===== src/rtl/tdm_pkg.sv =====
// Shared constants and types for the 8-channel TDM demultiplexer.
// TDM_PARITY_EN adds a trailing even-parity beat to every frame.
package tdm_pkg;

  localparam int NCH = 8;
  localparam int SLOT_W = $clog2(NCH + 1);

  typedef enum logic {
    HUNT = 1'b0,
    RUN  = 1'b1
  } state_t;

`ifdef TDM_PARITY_EN
  localparam int FRAME_LEN = NCH + 1;
  localparam int NSHADOW = NCH;
`else
  localparam int FRAME_LEN = NCH;
  localparam int NSHADOW = NCH - 1;
`endif

endpackage


===== src/rtl/tdm_demux8_if.sv =====
// Serial TDM input and demultiplexed channel outputs of tdm_demux8.
// Compile with TDM_PARITY_EN to give parity_err a meaning.
interface tdm_demux8_if
  import tdm_pkg::*;
#(
  parameter int WIDTH = 1
);

  logic [WIDTH-1:0]     din;
  logic                 din_valid;
  logic                 frame_sync;
  logic [NCH*WIDTH-1:0] data_o;
  logic                 frame_valid;
  logic                 locked;
  logic                 sync_err;
  logic                 parity_err;

  modport master (
    output din, din_valid, frame_sync,
    input  data_o, frame_valid, locked,
    input  sync_err, parity_err
  );

  modport slave (
    input  din, din_valid, frame_sync,
    output data_o, frame_valid, locked,
    output sync_err, parity_err
  );

endinterface


===== src/rtl/tdm_slot_counter.sv =====
// Slot index within the current frame; wraps after the last slot.
// Frame length grows by one parity beat under TDM_PARITY_EN.
module tdm_slot_counter
  import tdm_pkg::*;
(
  input  logic              clk,
  input  logic              rst,
  input  logic              inc,
  input  logic              load1,
  input  logic              clear,
  output logic [SLOT_W-1:0] cnt,
  output logic              last
);

  logic [SLOT_W-1:0] r_cnt;

  assign last = (r_cnt == SLOT_W'(FRAME_LEN - 1));
  assign cnt  = r_cnt;

  always_ff @(posedge clk) begin
    if (rst || clear) begin
      r_cnt <= '0;
    end else if (load1) begin
      r_cnt <= SLOT_W'(1);
    end else if (inc) begin
      r_cnt <= last ? '0 : r_cnt + SLOT_W'(1);
    end
  end

endmodule


===== src/rtl/tdm_demux8.sv =====
// 8-channel TDM demultiplexer publishing a full frame atomically.
// TDM_PARITY_EN: 9-beat frames with an even-parity check beat.
module tdm_demux8
  import tdm_pkg::*;
#(
  parameter int WIDTH = 1
) (
  input logic        clk,
  input logic        rst,
  tdm_demux8_if.slave bus
);

  state_t                   r_state;
  logic [NSHADOW*WIDTH-1:0] r_shadow;
  logic [NCH*WIDTH-1:0]     r_data;
  logic                     r_fv;
  logic                     r_serr;
  logic                     r_perr;

  logic [SLOT_W-1:0]    w_cnt;
  logic                 w_last;
  logic                 w_beat;
  logic                 w_sync;
  logic                 w_run;
  logic                 w_c0;
  logic                 w_load1;
  logic                 w_early;
  logic                 w_miss;
  logic                 w_store;
  logic                 w_end;
  logic                 w_commit;
  logic                 w_perr;
  logic [NCH*WIDTH-1:0] w_frame;

  assign w_beat  = bus.din_valid;
  assign w_sync  = bus.frame_sync;
  assign w_run   = (r_state == RUN);
  assign w_c0    = (w_cnt == '0);
  assign w_load1 = w_beat & w_sync;
  assign w_early = w_load1 & w_run & ~w_c0;
  assign w_miss  = w_beat & ~w_sync & w_run & w_c0;
  assign w_store = w_beat & ~w_sync & w_run & ~w_c0;
  assign w_end   = w_store & w_last;

`ifdef TDM_PARITY_EN
  // Even parity: the check bit equals the XOR of all data bits.
  logic w_par_ok;
  assign w_par_ok = (bus.din[0] == ^r_shadow);
  assign w_frame  = r_shadow;
  assign w_commit = w_end & w_par_ok;
  assign w_perr   = w_end & ~w_par_ok;
`else
  assign w_frame  = {bus.din, r_shadow};
  assign w_commit = w_end;
  assign w_perr   = 1'b0;
`endif

  tdm_slot_counter u_cnt (
    .clk   (clk),
    .rst   (rst),
    .inc   (w_store),
    .load1 (w_load1),
    .clear (w_miss),
    .cnt   (w_cnt),
    .last  (w_last)
  );

  always_ff @(posedge clk) begin
    if (rst) begin
      r_state  <= HUNT;
      r_shadow <= '0;
      r_data   <= '0;
      r_fv     <= 1'b0;
      r_serr   <= 1'b0;
      r_perr   <= 1'b0;
    end else begin
      r_fv   <= w_commit;
      r_serr <= w_early | w_miss;
      r_perr <= w_perr;
      if (w_miss) begin
        r_state <= HUNT;
      end else if (w_load1) begin
        r_state <= RUN;
      end
      if (w_load1) begin
        r_shadow[0 +: WIDTH] <= bus.din;
      end else if (w_store) begin
        for (int k = 1; k < NSHADOW; k++) begin
          if (w_cnt == SLOT_W'(k)) begin
            r_shadow[k*WIDTH +: WIDTH] <= bus.din;
          end
        end
      end
      if (w_commit) begin
        r_data <= w_frame;
      end
    end
  end

  assign bus.data_o      = r_data;
  assign bus.frame_valid = r_fv;
  assign bus.locked      = w_run;
  assign bus.sync_err    = r_serr;
  assign bus.parity_err  = r_perr;

endmodule


===== src/flat_wrapper.sv =====
// flat-port wrapper written by rule: the top's interface ports become plain ports
module tdm_demux8_flat import tdm_pkg::*;
#(
  parameter int WIDTH = 1
)
  (clk, rst, bus_din, bus_din_valid, bus_frame_sync, bus_data_o, bus_frame_valid, bus_locked, bus_sync_err, bus_parity_err);
  tdm_demux8_if #(.WIDTH(WIDTH)) bus_i ();
  input logic clk;
  input logic rst;
  input wire logic [$bits(bus_i.din)-1:0] bus_din;
  input wire logic [$bits(bus_i.din_valid)-1:0] bus_din_valid;
  input wire logic [$bits(bus_i.frame_sync)-1:0] bus_frame_sync;
  output wire logic [$bits(bus_i.data_o)-1:0] bus_data_o;
  output wire logic [$bits(bus_i.frame_valid)-1:0] bus_frame_valid;
  output wire logic [$bits(bus_i.locked)-1:0] bus_locked;
  output wire logic [$bits(bus_i.sync_err)-1:0] bus_sync_err;
  output wire logic [$bits(bus_i.parity_err)-1:0] bus_parity_err;
  assign bus_i.din = bus_din;
  assign bus_i.din_valid = bus_din_valid;
  assign bus_i.frame_sync = bus_frame_sync;
  assign bus_data_o = bus_i.data_o;
  assign bus_frame_valid = bus_i.frame_valid;
  assign bus_locked = bus_i.locked;
  assign bus_sync_err = bus_i.sync_err;
  assign bus_parity_err = bus_i.parity_err;
  tdm_demux8 #(.WIDTH(WIDTH)) u_core (.clk(clk), .rst(rst), .bus(bus_i));
endmodule

===== config.mk =====
export PLATFORM = sky130hd
export DESIGN_NAME = tdm_demux8_flat
export DESIGN_NICKNAME = d
export VERILOG_FILES = /design/src/rtl/tdm_pkg.sv /design/src/rtl/tdm_demux8_if.sv /design/src/rtl/tdm_slot_counter.sv /design/src/rtl/tdm_demux8.sv /design/src/flat_wrapper.sv
export SDC_FILE = /design/constraint.sdc
export NUM_CORES = 1
export LEC_CHECK = 0
export BUFFER_PORTS_ARGS = -buffer_cell sky130_fd_sc_hd__buf_2
export CORE_MARGIN = 1
export CORE_UTILIZATION = 53
export DETAILED_ROUTE_END_ITERATION = 10
export GPL_ROUTABILITY_DRIVEN = 0
export PLACE_DENSITY_LB_ADDON = 0.2
export SLEW_MARGIN = 20
export SYNTH_ARGS = -nofsm -noshare
export SYNTH_HDL_FRONTEND = slang
export SYNTH_SLANG_ARGS = --single-unit

===== constraint.sdc =====
create_clock -name clk -period 1.7 [get_ports clk]
set_input_delay 0.34 -clock clk [delete_from_list [all_inputs] [get_ports clk]]
set_output_delay 0.34 -clock clk [all_outputs]
set_load 0.1 [all_outputs]

==> results of run 1 <==
layer usage:
layer | part of all wire | vias up | track usage
li1 | - | 417 | -
met5 | 0 | - | 0
met4 | 0.022 | 0 | 0.115
met1 | 0.49 | 399 | 0.312
met3 | 0.042 | 7 | 0.0476
met2 | 0.45 | 25 | 0.311
synth_stat cells (all sizes together):
| cell | count |
|---|---|
| nand4 | 1 |
| nand4b | 1 |
| dfxtp | 22 |
| a31oi | 2 |
| buf | 4 |
| xor2 | 1 |
| ha | 4 |
| nand3 | 13 |
| or3b | 1 |
| conb | 1 |
| a21oi | 11 |
| nor3 | 3 |
| nand3b | 2 |
| nand2 | 6 |
| nand2b | 8 |
| nor3b | 3 |
| a311oi | 1 |
| or3 | 1 |
| inv | 3 |
| clkbuf | 4 |
| a221oi | 1 |
| mux2i | 6 |
| o21ai | 10 |
| and3b | 2 |
sequential cells by signal (all words and copies together), names as in the netlist:
register and count:
u_core.bus.data_o 8, u_core.r_shadow 7, u_core.u_cnt.cnt 4, u_core.bus.frame_valid 1, u_core.bus.locked 1, u_core.bus.sync_err 1
kinds of logic after synthesis:
logic type | count (synthesis) | share of synthesized area
other | 1 | 0.00373
flip-flops | 22 | 0.438
buffers and inverters | 11 | 0.0510
XOR/XNOR | 1 | 0.00871
AO/OA/AOI/OAI | 25 | 0.141
multiplexers | 6 | 0.0597
AND/OR/NAND/NOR | 41 | 0.249
adder cells (fa/ha/maj) | 4 | 0.0498
how the worst max path moves through the flow:
stage / startpoint / endpoint / slack (ps) / cells past startpoint
floorplan: u_core.bus.locked$_SDFFE_PP0P_ / u_core.u_cnt.cnt[3]$_SDFFE_PP0P_ / 130 / 3
global placement: u_core.u_cnt.cnt[0]$_SDFFE_PP0P_ / u_core.bus.sync_err$_SDFF_PP0_ / 270 / 5
detailed placement: u_core.u_cnt.cnt[0]$_SDFFE_PP0P_ / u_core.bus.sync_err$_SDFF_PP0_ / 240 / 5
CTS: u_core.u_cnt.cnt[0]$_SDFFE_PP0P_ / u_core.bus.sync_err$_SDFF_PP0_ / 200 / 5
global route: u_core.u_cnt.cnt[0]$_SDFFE_PP0P_ / u_core.bus.sync_err$_SDFF_PP0_ / 80 / 5
finish: u_core.u_cnt.cnt[0]$_SDFFE_PP0P_ / u_core.bus.sync_err$_SDFF_PP0_ / 190 / 5
layout make-up:
cell class | instances | area, um2 | share of cell area
well taps | 25 | 31.3 | 0.0276
inverters | 3 | 11.3 | 0.00993
clock buffers | 3 | 22.5 | 0.0199
repair buffers | 16 | 82.6 | 0.0728
clock inverters | 1 | 30.0 | 0.0265
flip-flops and latches | 22 | 442 | 0.390
multi-input cells | 78 | 514 | 0.454
worst max-delay path, cell delays in order, from the launching register on:
cell	delay (ps)
dfxtp_1	370
inv_1	110
ha_1	190
or3b_1	450
xor2_1	180
nor3_2	150
power by group:
group,internal [mW],total [mW],switching (mW)
combinational,0.0197,0.0765,0.0569
sequential,0.521,0.526,0.00514
clock,0.239,0.412,0.173
==> results_dict.tcl, run 1 <==
set metrics [dict create \
    hpwl_um 1320 \
    synth_area_um2 1010 \
    ys_ff_latch 22 \
    hp-start "bus_din" \
    start_util 0.576 \
    slew_violations 0 \
    rows 15 \
    cts_max_level 1 \
    skew_ps 11.1 \
    via_count 848 \
    via_per_inst 5.73 \
    finalHoldViolCount 0 \
    gr-total-overflow 0 \
    port_buffers 15 \
    power_mw 1.01 \
    synth_area_leaders "dfxtp_1 (44%), nand3_1 (6.5%), mux2i_1 (6.0%)" \
    die_x_um 45.6 \
    drv_cap 0 \
    die_h_um 45.6 \
    fin_ws_ps 190 \
    grt_pass1_wl_um 3240 \
    fin_util 0.649 \
    ir_drop_v 0.000482 \
    regToRegSetupSlack_ps 190 \
    yosysSeqAreaShare 0.438 \
    yosys.area.top_type "dfxtp_1" \
    setup_viol 0 \
    core-area_um2 1750 \
    drt_drc_violations_left 0 \
    critPathCaptureType "register" \
    numCtsBuffers 3 \
    finalNonFillerCells 148 \
    rsz0062_at_grt "false" \
    start_kind "register" \
    yosysUniqueCellTypes 28 \
    timing.rr.end "u_core.bus.sync_err$_SDFF_PP0_" \
    synth_top_area_frac 0.438 \
    postCtsSetupRepairBufs 0 \
    cts_tree "yes" \
    ios 17 \
    clkTransAtPathRegs_ps 140 \
    layout_min_cycle_time_ps 1510 \
    setup_tns_ps 0 \
    min_path_type "in -> reg" \
    timing.hold.ws_ps 273 \
    run_status "complete, no violations" \
    drive_gt1_frac 0.203 \
    grt_pass1_vias 684 \
    grt_max_degree 22 \
    dr.pass1.iters 4 \
    wl_per_cell_um 13.6 \
    post_dp_cell_area_um2 1080 \
    worstPathArrival_ps 1760 \
    p_leak_nw 0.465 \
    worstSkewPairLatency_ps 320 \
    period_share 0.888 \
    antenna_left 0 \
    final_common_cell "dfxtp_1" \
    required_ps 1950 \
    synth_fp_nets 120 \
    hold_buffers 0 \
    dp.cells 144 \
    track_usage 0.221 \
    routed_wl_um 2020 \
    syn_to_final_growth_pct 12.7 \
    cts_sinks 22 \
    place_ws_ps 237 \
    min_to "u_core.r_shadow[0]$_SDFFE_PP0P_" \
    fmax_mhz 662 \
    ctsResizeCount 0 \
    most-common-layout-cells "dfxtp_1 (21), buf_2 (15), nand3_1 (13)" \
    nets 133 \
    die_area_um2 2080 \
    reg2regPathDepth 5 \
    powerDensity_nw_per_um2 895 \
    design_area_um2 1130 \
    drt_iter0_markers 9 \
    clk_root_buffer_cell "clkbuf_4" \
    avgSynthCellArea_um2 9.06 \
    r2r-start "u_core.u_cnt.cnt[0]$_SDFFE_PP0P_" \
    synth_warnings 0 \
    grt_antenna_before_repair 0 \
    clockBufferDepth 2 \
    synth_cells 111 \
    critical_path_class "reg -> reg" \
    num_antenna_cells 0 \
    crit_path_max_fanout 5 \
    min_delay_path_depth 3 \
    fill_cells 150 \
]
No activity file was read; power rests on OpenSTA's default activity.
==> inputs of run 2 (changes only) <==
--- a/config.mk
+++ b/config.mk
@@ -5,12 +5,13 @@
 export SDC_FILE = /design/constraint.sdc
 export NUM_CORES = 1
 export LEC_CHECK = 0
+export ABC_AREA = 1
 export BUFFER_PORTS_ARGS = -buffer_cell sky130_fd_sc_hd__buf_2
 export CORE_MARGIN = 1
 export CORE_UTILIZATION = 53
 export DETAILED_ROUTE_END_ITERATION = 10
 export GPL_ROUTABILITY_DRIVEN = 0
-export PLACE_DENSITY_LB_ADDON = 0.2
+export PLACE_DENSITY = 0.83
 export SLEW_MARGIN = 20
 export SYNTH_ARGS = -nofsm -noshare
 export SYNTH_HDL_FRONTEND = slang
==> results_dict.tcl, run 2 <==
set metrics [dict create \
    drt_iter0_markers 26 \
    clockBufferDepth 2 \
    dr.pass1.iters 4 \
    crit_chain "inv_1 -> ha_1 -> nand2_2 -> nor2_1 -> nor2_1 -> nand2_1 -> nor2_1" \
    ctsResizeCount 0 \
    start_util 0.572 \
    yosys-top-cells-count "nor2_1 (41), nand2_1 (28), dfxtp_1 (22)" \
    post_dp_cell_area_um2 1080 \
    grt_max_degree 15 \
    skew_ps 5.00 \
    routed_wl_um 1820 \
    antenna_left 0 \
    required_ps 1950 \
    worstSkewPairLatency_ps 300 \
    drt_drc_violations_left 0 \
    p_leak_nw 0.523 \
    fmax_mhz 670 \
    slew_violations 0 \
    ys.flop_type "dfxtp_1" \
    crit_path_max_fanout 6 \
    critical_path_class "reg -> reg" \
    synth_top_area_frac 0.441 \
    ios 17 \
    path_depth 7 \
    postCtsSetupRepairBufs 0 \
    clk_root_buffer_cell "clkbuf_4" \
    reg2regPathDepth 7 \
    rsz0062_at_grt "false" \
    yosysUniqueCellTypes 20 \
    synth_area_leaders "dfxtp_1 (44%), nor2_1 (15%), nand2_1 (11%)" \
    hpwl_um 1450 \
    cp_top_family "simple AND/OR/NAND/NOR gates" \
    die_h_um 45.4 \
    port_buffers 15 \
    largest_reg_flops 8 \
    numCtsBuffers 3 \
    syn_to_final_growth_pct 12.2 \
    via_count 877 \
    start_kind "register" \
    gr-total-overflow 0 \
    grt_pass1_vias 739 \
    crit_path_top_delay_cell "dfxtp_1" \
    rows 15 \
    hold_buffers 0 \
    via_per_inst 4.82 \
    period_share 0.878 \
    setup_tns_ps 0 \
    critPathCaptureType "register" \
    layout_min_cycle_time_ps 1490 \
    worstPathArrival_ps 1740 \
    place_ws_ps 241 \
    fin_util 0.642 \
    cts_max_level 1 \
    core-area_um2 1750 \
    critical_path_buf_inv_count 1 \
    setup_viol 0 \
    synth_warnings 0 \
    ir_drop_v 0.000505 \
    cts_tree "yes" \
    synth_area_um2 998 \
    synth_cells 141 \
    die_x_um 45.4 \
    cts_sinks 22 \
    powerDensity_nw_per_um2 805 \
    nets 167 \
    yosys.area.top_type "dfxtp_1" \
    yosysSeqAreaShare 0.441 \
    grt_antenna_before_repair 0 \
    most-common-layout-cells "nor2_1 (41), nand2_1 (28), dfxtp_1 (21)" \
    wl_per_cell_um 10.0 \
    final_common_cell "nor2_1" \
    track_usage 0.205 \
    drive_gt1_frac 0.172 \
    fin_ws_ps 208 \
    synth.most_common_cell "nor2_1" \
    min_delay_path_depth 2 \
    design_area_um2 1120 \
    slowest_delay_ps 420 \
    dp.cells 178 \
    finalNonFillerCells 182 \
    async_flop_share 0 \
    drv_cap 0 \
    synth_edf_count 0 \
    avgSynthCellArea_um2 7.08 \
    run_status "complete, no violations" \
    num_antenna_cells 0 \
    ys_ff_latch 22 \
    clkTransAtPathRegs_ps 120 \
    finalHoldViolCount 0 \
    die_area_um2 2060 \
    synth_fp_nets 150 \
    grt_pass1_wl_um 3020 \
    min_path_type "in -> reg" \
    cp_common_cell "nor2_1" \
]
==> run 2: changes by cell type after synthesis, moves of 3 or more <==
cell      change
nor2_1       +41
nand2_1      +22
inv_1         +9
nand2b_1      -8
o21ai_0       -8
a21oi_1       -7
o21ai_1       +7
mux2i_1       -6
nand3_1       -6
clkbuf_1      -3
nor3b_1       -3
==> run 2: kinds of logic after synthesis <==
family,Yosys count,synth area share
AND/OR/NAND/NOR,83,0.356
flip-flops,22,0.441
buffers and inverters,17,0.0752
AO/OA/AOI/OAI,13,0.0652
adder cells (fa/ha/maj),4,0.0501
XOR/XNOR,1,0.00877
other,1,0.00376
==> run 2: power breakdown <==
group          leakage (nW)  internal, mW  switching, mW
clock                0.0210         0.131          0.154
sequential            0.178         0.522        0.00584
combinational         0.324        0.0213         0.0680
total                 0.523         0.673          0.228
==> run 2: final timing paths <==
check / startpoint / to / slack, ps
hold / removal: rst / u_core.r_shadow[4]$_SDFFE_PP0P_ / 240
setup reg to reg: u_core.u_cnt.cnt[0]$_SDFFE_PP0P_ / u_core.u_cnt.cnt[2]$_SDFFE_PP0P_ / 210
setup / recovery: u_core.u_cnt.cnt[0]$_SDFFE_PP0P_ / u_core.u_cnt.cnt[2]$_SDFFE_PP0P_ / 210
hold reg to reg: u_core.r_shadow[4]$_SDFFE_PP0P_ / u_core.r_shadow[4]$_SDFFE_PP0P_ / 470
==> run 2: layout make-up <==
type	count	area [um2]
fillers	155	626
inverters	14	52.6
multi-input cells	102	483
clock buffers	4	36.3
repair buffers	15	75.1
well taps	25	31.3
flip-flops and latches	22	442
==> run 2: routing by layer <==
layer,routed length [um],vias to the layer above,global-route usage
li1,-,464,-
met2,905,23,0.340
met1,830,388,0.257
met5,0,-,0
met4,14,0,0.0909
met3,72,2,0.0357
==> run 2: per-stage QoR <==
step | power, mW | hold WS, ps
detailed placement | 0.628 | 458
global route | 0.946 | 222
CTS | 0.907 | 231
finish | 0.901 | 238
global placement | 0.625 | 447
floorplan | 0.608 | 409
